## config.mk

```make
export PLATFORM = sky130hd
export DESIGN_NAME = wb_queue
export DESIGN_NICKNAME = d
export VERILOG_FILES = /design/src/rtl/wb_queue.sv
export SDC_FILE = /design/constraint.sdc
export NUM_CORES = 1
export LEC_CHECK = 0
export CORE_ASPECT_RATIO = 1.5
export CORE_UTILIZATION = 58
export DETAILED_ROUTE_END_ITERATION = 12
export HOLD_SLACK_MARGIN = 0.15
export PLACE_DENSITY_LB_ADDON = 0.15
export SYNTH_ARGS = -nofsm -noshare
export SYNTH_HDL_FRONTEND = slang
export SYNTH_SLANG_ARGS = --single-unit
```

## constraint.sdc

```tcl
create_clock -name clock -period 8.1 [get_ports clock]
set_input_delay 1.215 -clock clock [delete_from_list [all_inputs] [get_ports clock]]
set_output_delay 1.215 -clock clock [all_outputs]
set_load 0.02 [all_outputs]
```

## src/rtl/wb_queue.sv

```systemverilog
// rtl/wb_queue.sv - in-order write-back FIFO draining ALU/load results into the regfile write port
// Define WB_FWD_EN to build the forwarding search; otherwise fwd_hit/fwd_data are tied to 0.
module wb_queue #(
    parameter int DEPTH  = 4,
    parameter int ADDR_W = 5,
    parameter int DATA_W = 32
) (
    input  logic                      clock,
    input  logic                      reset,
    input  logic                      alu_valid,
    input  logic [ADDR_W-1:0]         alu_rd,
    input  logic [DATA_W-1:0]         alu_data,
    output logic                      alu_ready,
    input  logic                      mem_valid,
    input  logic [ADDR_W-1:0]         mem_rd,
    input  logic [DATA_W-1:0]         mem_data,
    output logic                      mem_ready,
    input  logic                      wb_stall,
    output logic                      regWrite,
    output logic [ADDR_W-1:0]         writeReg,
    output logic [DATA_W-1:0]         writeData,
    output logic [$clog2(DEPTH):0]    count,
    input  logic [ADDR_W-1:0]         fwd_addr,
    output logic                      fwd_hit,
    output logic [DATA_W-1:0]         fwd_data
);

    localparam int AW = $clog2(DEPTH);
    localparam int CW = AW + 1;

    logic [AW-1:0]     wr_ptr_q, wr_ptr_d;
    logic [AW-1:0]     rd_ptr_q, rd_ptr_d;
    logic [CW-1:0]     count_q, count_d;
    logic [CW-1:0]     free;
    logic [ADDR_W-1:0] rd_mem_q   [DEPTH];
    logic [ADDR_W-1:0] rd_mem_d   [DEPTH];
    logic [DATA_W-1:0] data_mem_q [DEPTH];
    logic [DATA_W-1:0] data_mem_d [DEPTH];
    logic              reg_write_q, reg_write_d;
    logic [ADDR_W-1:0] write_reg_q, write_reg_d;
    logic [DATA_W-1:0] write_data_q, write_data_d;
    logic              mem_push, alu_push, pop;
    logic [AW-1:0]     alu_slot;

    // Readiness looks only at registered occupancy, so a same-edge pop never frees a slot early.
    always_comb begin
        free      = CW'(DEPTH) - count_q;
        mem_ready = (free != '0);
        alu_ready = (free >= CW'(2)) || ((free == CW'(1)) && !mem_valid);
        mem_push  = mem_valid && mem_ready && (mem_rd != '0);
        alu_push  = alu_valid && alu_ready && (alu_rd != '0);
        pop       = (count_q != '0) && !wb_stall;
    end

    always_comb begin
        rd_mem_d     = rd_mem_q;
        data_mem_d   = data_mem_q;
        alu_slot     = wr_ptr_q + AW'(mem_push);
        wr_ptr_d     = wr_ptr_q + AW'(mem_push) + AW'(alu_push);
        rd_ptr_d     = rd_ptr_q;
        count_d      = count_q + CW'(mem_push) + CW'(alu_push) - CW'(pop);
        reg_write_d  = pop;
        write_reg_d  = write_reg_q;
        write_data_d = write_data_q;
        if (mem_push) begin
            rd_mem_d[wr_ptr_q]   = mem_rd;
            data_mem_d[wr_ptr_q] = mem_data;
        end
        // A same-edge load result is older, so the ALU entry lands one slot behind it.
        if (alu_push) begin
            rd_mem_d[alu_slot]   = alu_rd;
            data_mem_d[alu_slot] = alu_data;
        end
        if (pop) begin
            rd_ptr_d     = rd_ptr_q + AW'(1);
            write_reg_d  = rd_mem_q[rd_ptr_q];
            write_data_d = data_mem_q[rd_ptr_q];
        end
    end

    always_ff @(posedge clock or negedge reset) begin
        if (!reset) begin
            wr_ptr_q     <= '0;
            rd_ptr_q     <= '0;
            count_q      <= '0;
            reg_write_q  <= 1'b0;
            write_reg_q  <= '0;
            write_data_q <= '0;
        end else begin
            wr_ptr_q     <= wr_ptr_d;
            rd_ptr_q     <= rd_ptr_d;
            count_q      <= count_d;
            reg_write_q  <= reg_write_d;
            write_reg_q  <= write_reg_d;
            write_data_q <= write_data_d;
        end
    end

    always_ff @(posedge clock) begin
        rd_mem_q   <= rd_mem_d;
        data_mem_q <= data_mem_d;
    end

    assign regWrite  = reg_write_q;
    assign writeReg  = write_reg_q;
    assign writeData = write_data_q;
    assign count     = count_q;

`ifdef WB_FWD_EN
    logic [AW-1:0] fwd_idx;

    // Scan oldest to youngest so the last match seen is the newest pending value.
    always_comb begin
        fwd_hit  = 1'b0;
        fwd_data = '0;
        fwd_idx  = '0;
        if (fwd_addr != '0) begin
            if (reg_write_q && (write_reg_q == fwd_addr)) begin
                fwd_hit  = 1'b1;
                fwd_data = write_data_q;
            end
            for (int i = 0; i < DEPTH; i++) begin
                fwd_idx = rd_ptr_q + AW'(i);
                if ((CW'(i) < count_q) && (rd_mem_q[fwd_idx] == fwd_addr)) begin
                    fwd_hit  = 1'b1;
                    fwd_data = data_mem_q[fwd_idx];
                end
            end
        end
    end
`else
    logic unused_fwd_addr;

    assign unused_fwd_addr = ^fwd_addr;
    assign fwd_hit         = 1'b0;
    assign fwd_data        = '0;
`endif

endmodule

```

==> impl_summary.md <==
Synth
The fraction of the mapped netlist area in adder cells is 1.33%. The share of synthesized area in the top cell type comes to 29.7%. The instance count of the mapped netlist is 689. The synthesized cell area is 9970 µm². The synthesized netlist devotes 2.70% of its cell area to compound gates. The synthesized netlist devotes 2.11% of its cell area to simple gates. After synthesis, the cell types taking the most area are dfxtp_1 (30%), mux2_2 (26%), dfrtp_1 (11%). The number of enable flip-flop cells after synthesis is 0. The Yosys step of the flow raised 0 warnings. mux2_2 is the most common cell in the netlist.

By count the netlist is led by mux2_2 (233), dfxtp_1 (148), mux2_4 (53). A synthesized cell averages 14.5 µm². Of the synthesized area, sequential elements account for 41.0%.

By area, the combinational part of the netlist is dominated by multiplexers. The synthesized netlist devotes 0.615% of its cell area to XOR and XNOR gates. The synthesized design contains 193 register bits. The number of distinct library cells after synthesis is 38.

Of the post-synthesis cell area, the part taken by muxes is 45.6%. After synthesis, the share of flip-flops with an asynchronous set or reset is 23.3%. The synthesized design spends more area on one cell type than any other, namely dfxtp_1.

The most common flop cell mapped by yosys is dfxtp_1.

Setup path
The type of destination of the critical path is a register. The count of buffering cells on the critical path with inverters included is 1. The arrival time of data at the critical path endpoint is 5.05 ns. The highest-delay cell along the critical path is nand4_4. Along the worst path, the maximum fanout reaches 37.

STA classifies the critical path startpoint as an input pin. The largest stage delay on the critical path is 0.84 ns. Across all register-to-register paths, the minimum setup slack is 4.44 ns.

The required time of the worst setup path is 8.41 ns. Broken down by cell family, the worst path's largest delay share belongs to simple AND/OR/NAND/NOR gates. The worst setup path category is in -> reg. Walking the worst path, the cells encountered are clkdlybuf4s50_1 -> or3_1 -> or2_2 -> and3_1 -> ha_1 -> xnor2_1 -> nand4_4 -> mux2_2.

Detailed routing
The remaining antenna violation count is 0. The routed design has 22,300 µm of wire. The detailed-route vias per instance is 5.80. For this block, the initial DRC count from the detailed router was 230.

The first detailed-routing pass ran for 4 iterations. After detailed routing, the number of remaining DRC violations is 0. The total vias in the final route is 5,917.

In the final routed layout, each cell accounts on average for 21.8 µm.

Floorplanning
The total area inside the core boundary comes to 16,800 µm². From left edge to right edge, the die measures 109 µm. The effective utilization at floorplan is 59.5%. The floorplan has 58 rows.

The die area is 17,700 µm². The die height is 163 µm. During I/O placement, the number of pins put on the boundary was 160.

Clocking
After clock tree synthesis, the clock-pin slew on the worst setup and hold paths is 0.07 ns. The TritonCTS buffer count is 17. Buffers added to address setup during post-CTS repair amount to 0. The deepest level of the CTS H-tree is 4. For this design, the CTS-stage hold fixing added 0 buffers. Post-CTS repair changed the size of 0 cells.

The number of buffers between clock root and the deepest sink is 2. The later pin in the worst-skew pair is clocked with a latency of 0.43 ns. The master cell of the clock root buffer is clkbuf_16.

Clock tree synthesis found a total of 193 sinks. The CTS tree is done.

Timing
Setup violations remaining at the end of the flow were counted as 0. Based on the critical path, the design can be clocked at up to 211 MHz. The time the final worst path needs with I/O delays and setup is 4.74 ns. At the pin with the least slew margin, the transition time is 0.976 ns. The count of endpoints failing hold in the final timing report is 0. The worst hold margin is 0.507 ns.

Setup repair after global routing left no endpoint under its margin. Across all setup checks in the final design, the least slack found is 3.36 ns. Setup total negative slack on the finished layout was measured at 0 ns. The worst clock skew is 0.00723 ns. In this run the tightest slew margin relative to its limit is 34.8%. The part of the cycle the worst path needs is 58.5%. The final max-slew violation count is 0.

Pwr
The total power consumption of the routed design is 5.43 mW. The analysis attributes to cell leakage a power of 4.92 nW. The power density over the cells is 466 nW/µm². The worst-case IR drop observed on VDD is 0.435 mV.

Worst hold path
The class of the most critical hold timing path is reg -> reg.

Job
The count of maximum capacitance violations is 0.

Final layout
The area added between synthesis and finish is 16.9%. The number of antenna diodes in the final layout is 0. Of the cells placed in the final design, the portion with a size suffix greater than 1 is 47.7%. At the end of the flow, the number of nets in the layout was 891. The final standard cell utilization of the core is 69.5%.

Global route
The number of global-route vias before repair was 6,562. Entering global routing, the biggest net connects 46 pins. The leftover overflow at the end of global routing is 0.

The first global-routing pass estimated 35,200 µm of wire. The total global routing track utilization is 26.6%. The number of antenna violations at the first check in global routing was 0.

Status
The run finished with clean final reports.

Placed design
The last weighted congestion value of the routability-driven placer is 0.751. In this run the tool buffered the top-level ports with 121 buffer cells. The post-placement setup slack is 2.94 ns. Summed over all nets, the half-perimeter wirelength after detailed placement is 13,600 µm.
cell families after synthesis:
kind of cell / after synthesis
flip-flops: 193
adder cells (fa/ha/maj): 10
XOR/XNOR: 7
AND/OR/NAND/NOR: 20
AO/OA/AOI/OAI: 26
multiplexers: 350
other: 1
buffers and inverters: 82
power by group:
group	total, mW	internal (mW)	leakage [nW]	switching (mW)
Combinational	2.74	1.68	2.83	1.07
Sequential	1.79	1.50	1.78	0.291
Clock	0.900	0.542	0.307	0.357
Total	5.43	3.71	4.92	1.72
area by class of cell:
| cell class | instances | area, µm² |
|---|---|---|
| Inverter | 9 | 33.8 |
| Fill cell | 1184 | 5110 |
| Sequential cell | 193 | 4090 |
| Clock inverter | 9 | 155 |
| Multi-Input combinational cell | 446 | 5360 |
| Timing Repair Buffer | 130 | 1270 |
| Tap cell | 210 | 263 |
| Clock buffer | 23 | 478 |
per-layer routing:
metal | vias to the layer above | track usage (%) | share of wire, %
met2 | 153 | 47.1 | 53
met4 | 0 | 10.4 | 2.0
li1 | 2714 | - | -
met3 | 34 | 5.72 | 4.6
met1 | 3016 | 30.8 | 40
met5 | - | 0 | 0
final timing paths:
path	startpoint	end	cells after the start
setup / recovery	mem_rd[0]	data_mem_q[84]$_DFF_P_	8
hold / removal	writeData[20]$_DFFE_PN0P_	writeData[20]$_DFFE_PN0P_	1
setup reg to reg	count[1]$_DFF_PN0_	data_mem_q[84]$_DFF_P_	9
hold reg to reg	writeData[20]$_DFFE_PN0P_	writeData[20]$_DFFE_PN0P_	1
max in group asynchronous	reset	rd_ptr_q[1]$_DFFE_PN0P_	2
min in group asynchronous	reset	count[1]$_DFF_PN0_	2
placed cells by master (no fill, tap or decap), types with 2 or more instances in the layout:
cell type,synthesis,final
mux2_2,233,233
clkbuf_16,0,17
clkbuf_1,4,3
buf_4,37,9
a22o_2,5,5
or2_2,2,2
clkinv_4,0,2
dfrtp_1,45,43
inv_1,9,9
and4bb_4,2,2
ha_1,9,9
nand2_1,2,2
a22o_1,15,15
dfxtp_1,148,148
clkbuf_8,0,3
xor2_1,2,2
dfrtp_2,0,2
mux2_1,19,19
conb_1,1,33
mux2_4,53,53
o21ai_4,4,4
clkinv_2,0,2
nand4_4,2,2
mux4_2,37,37
xnor2_1,5,5
bufinv_16,0,4
mux2i_1,8,8
clkdlybuf4s50_1,0,120
nor2_1,3,2
flip-flops by register name, indices dropped and copies added, names as in the netlist:
| signal | flops |
|---|---|
| count | 3 |
| data_mem_q | 128 |
| rd_mem_q | 20 |
| rd_ptr_q | 2 |
| regWrite | 1 |
| wr_ptr_q | 2 |
| writeData | 32 |
| writeReg | 5 |
stage by stage:
stage / area, µm² / std cells
finish: 11700 / 1020
global route: 11700 / 1020
CTS: 11700 / 1020
detailed placement: 11000 / 988
global placement: 11000 / 988
floorplan: 10100 / 721
(Power assumes the default switching activity.)
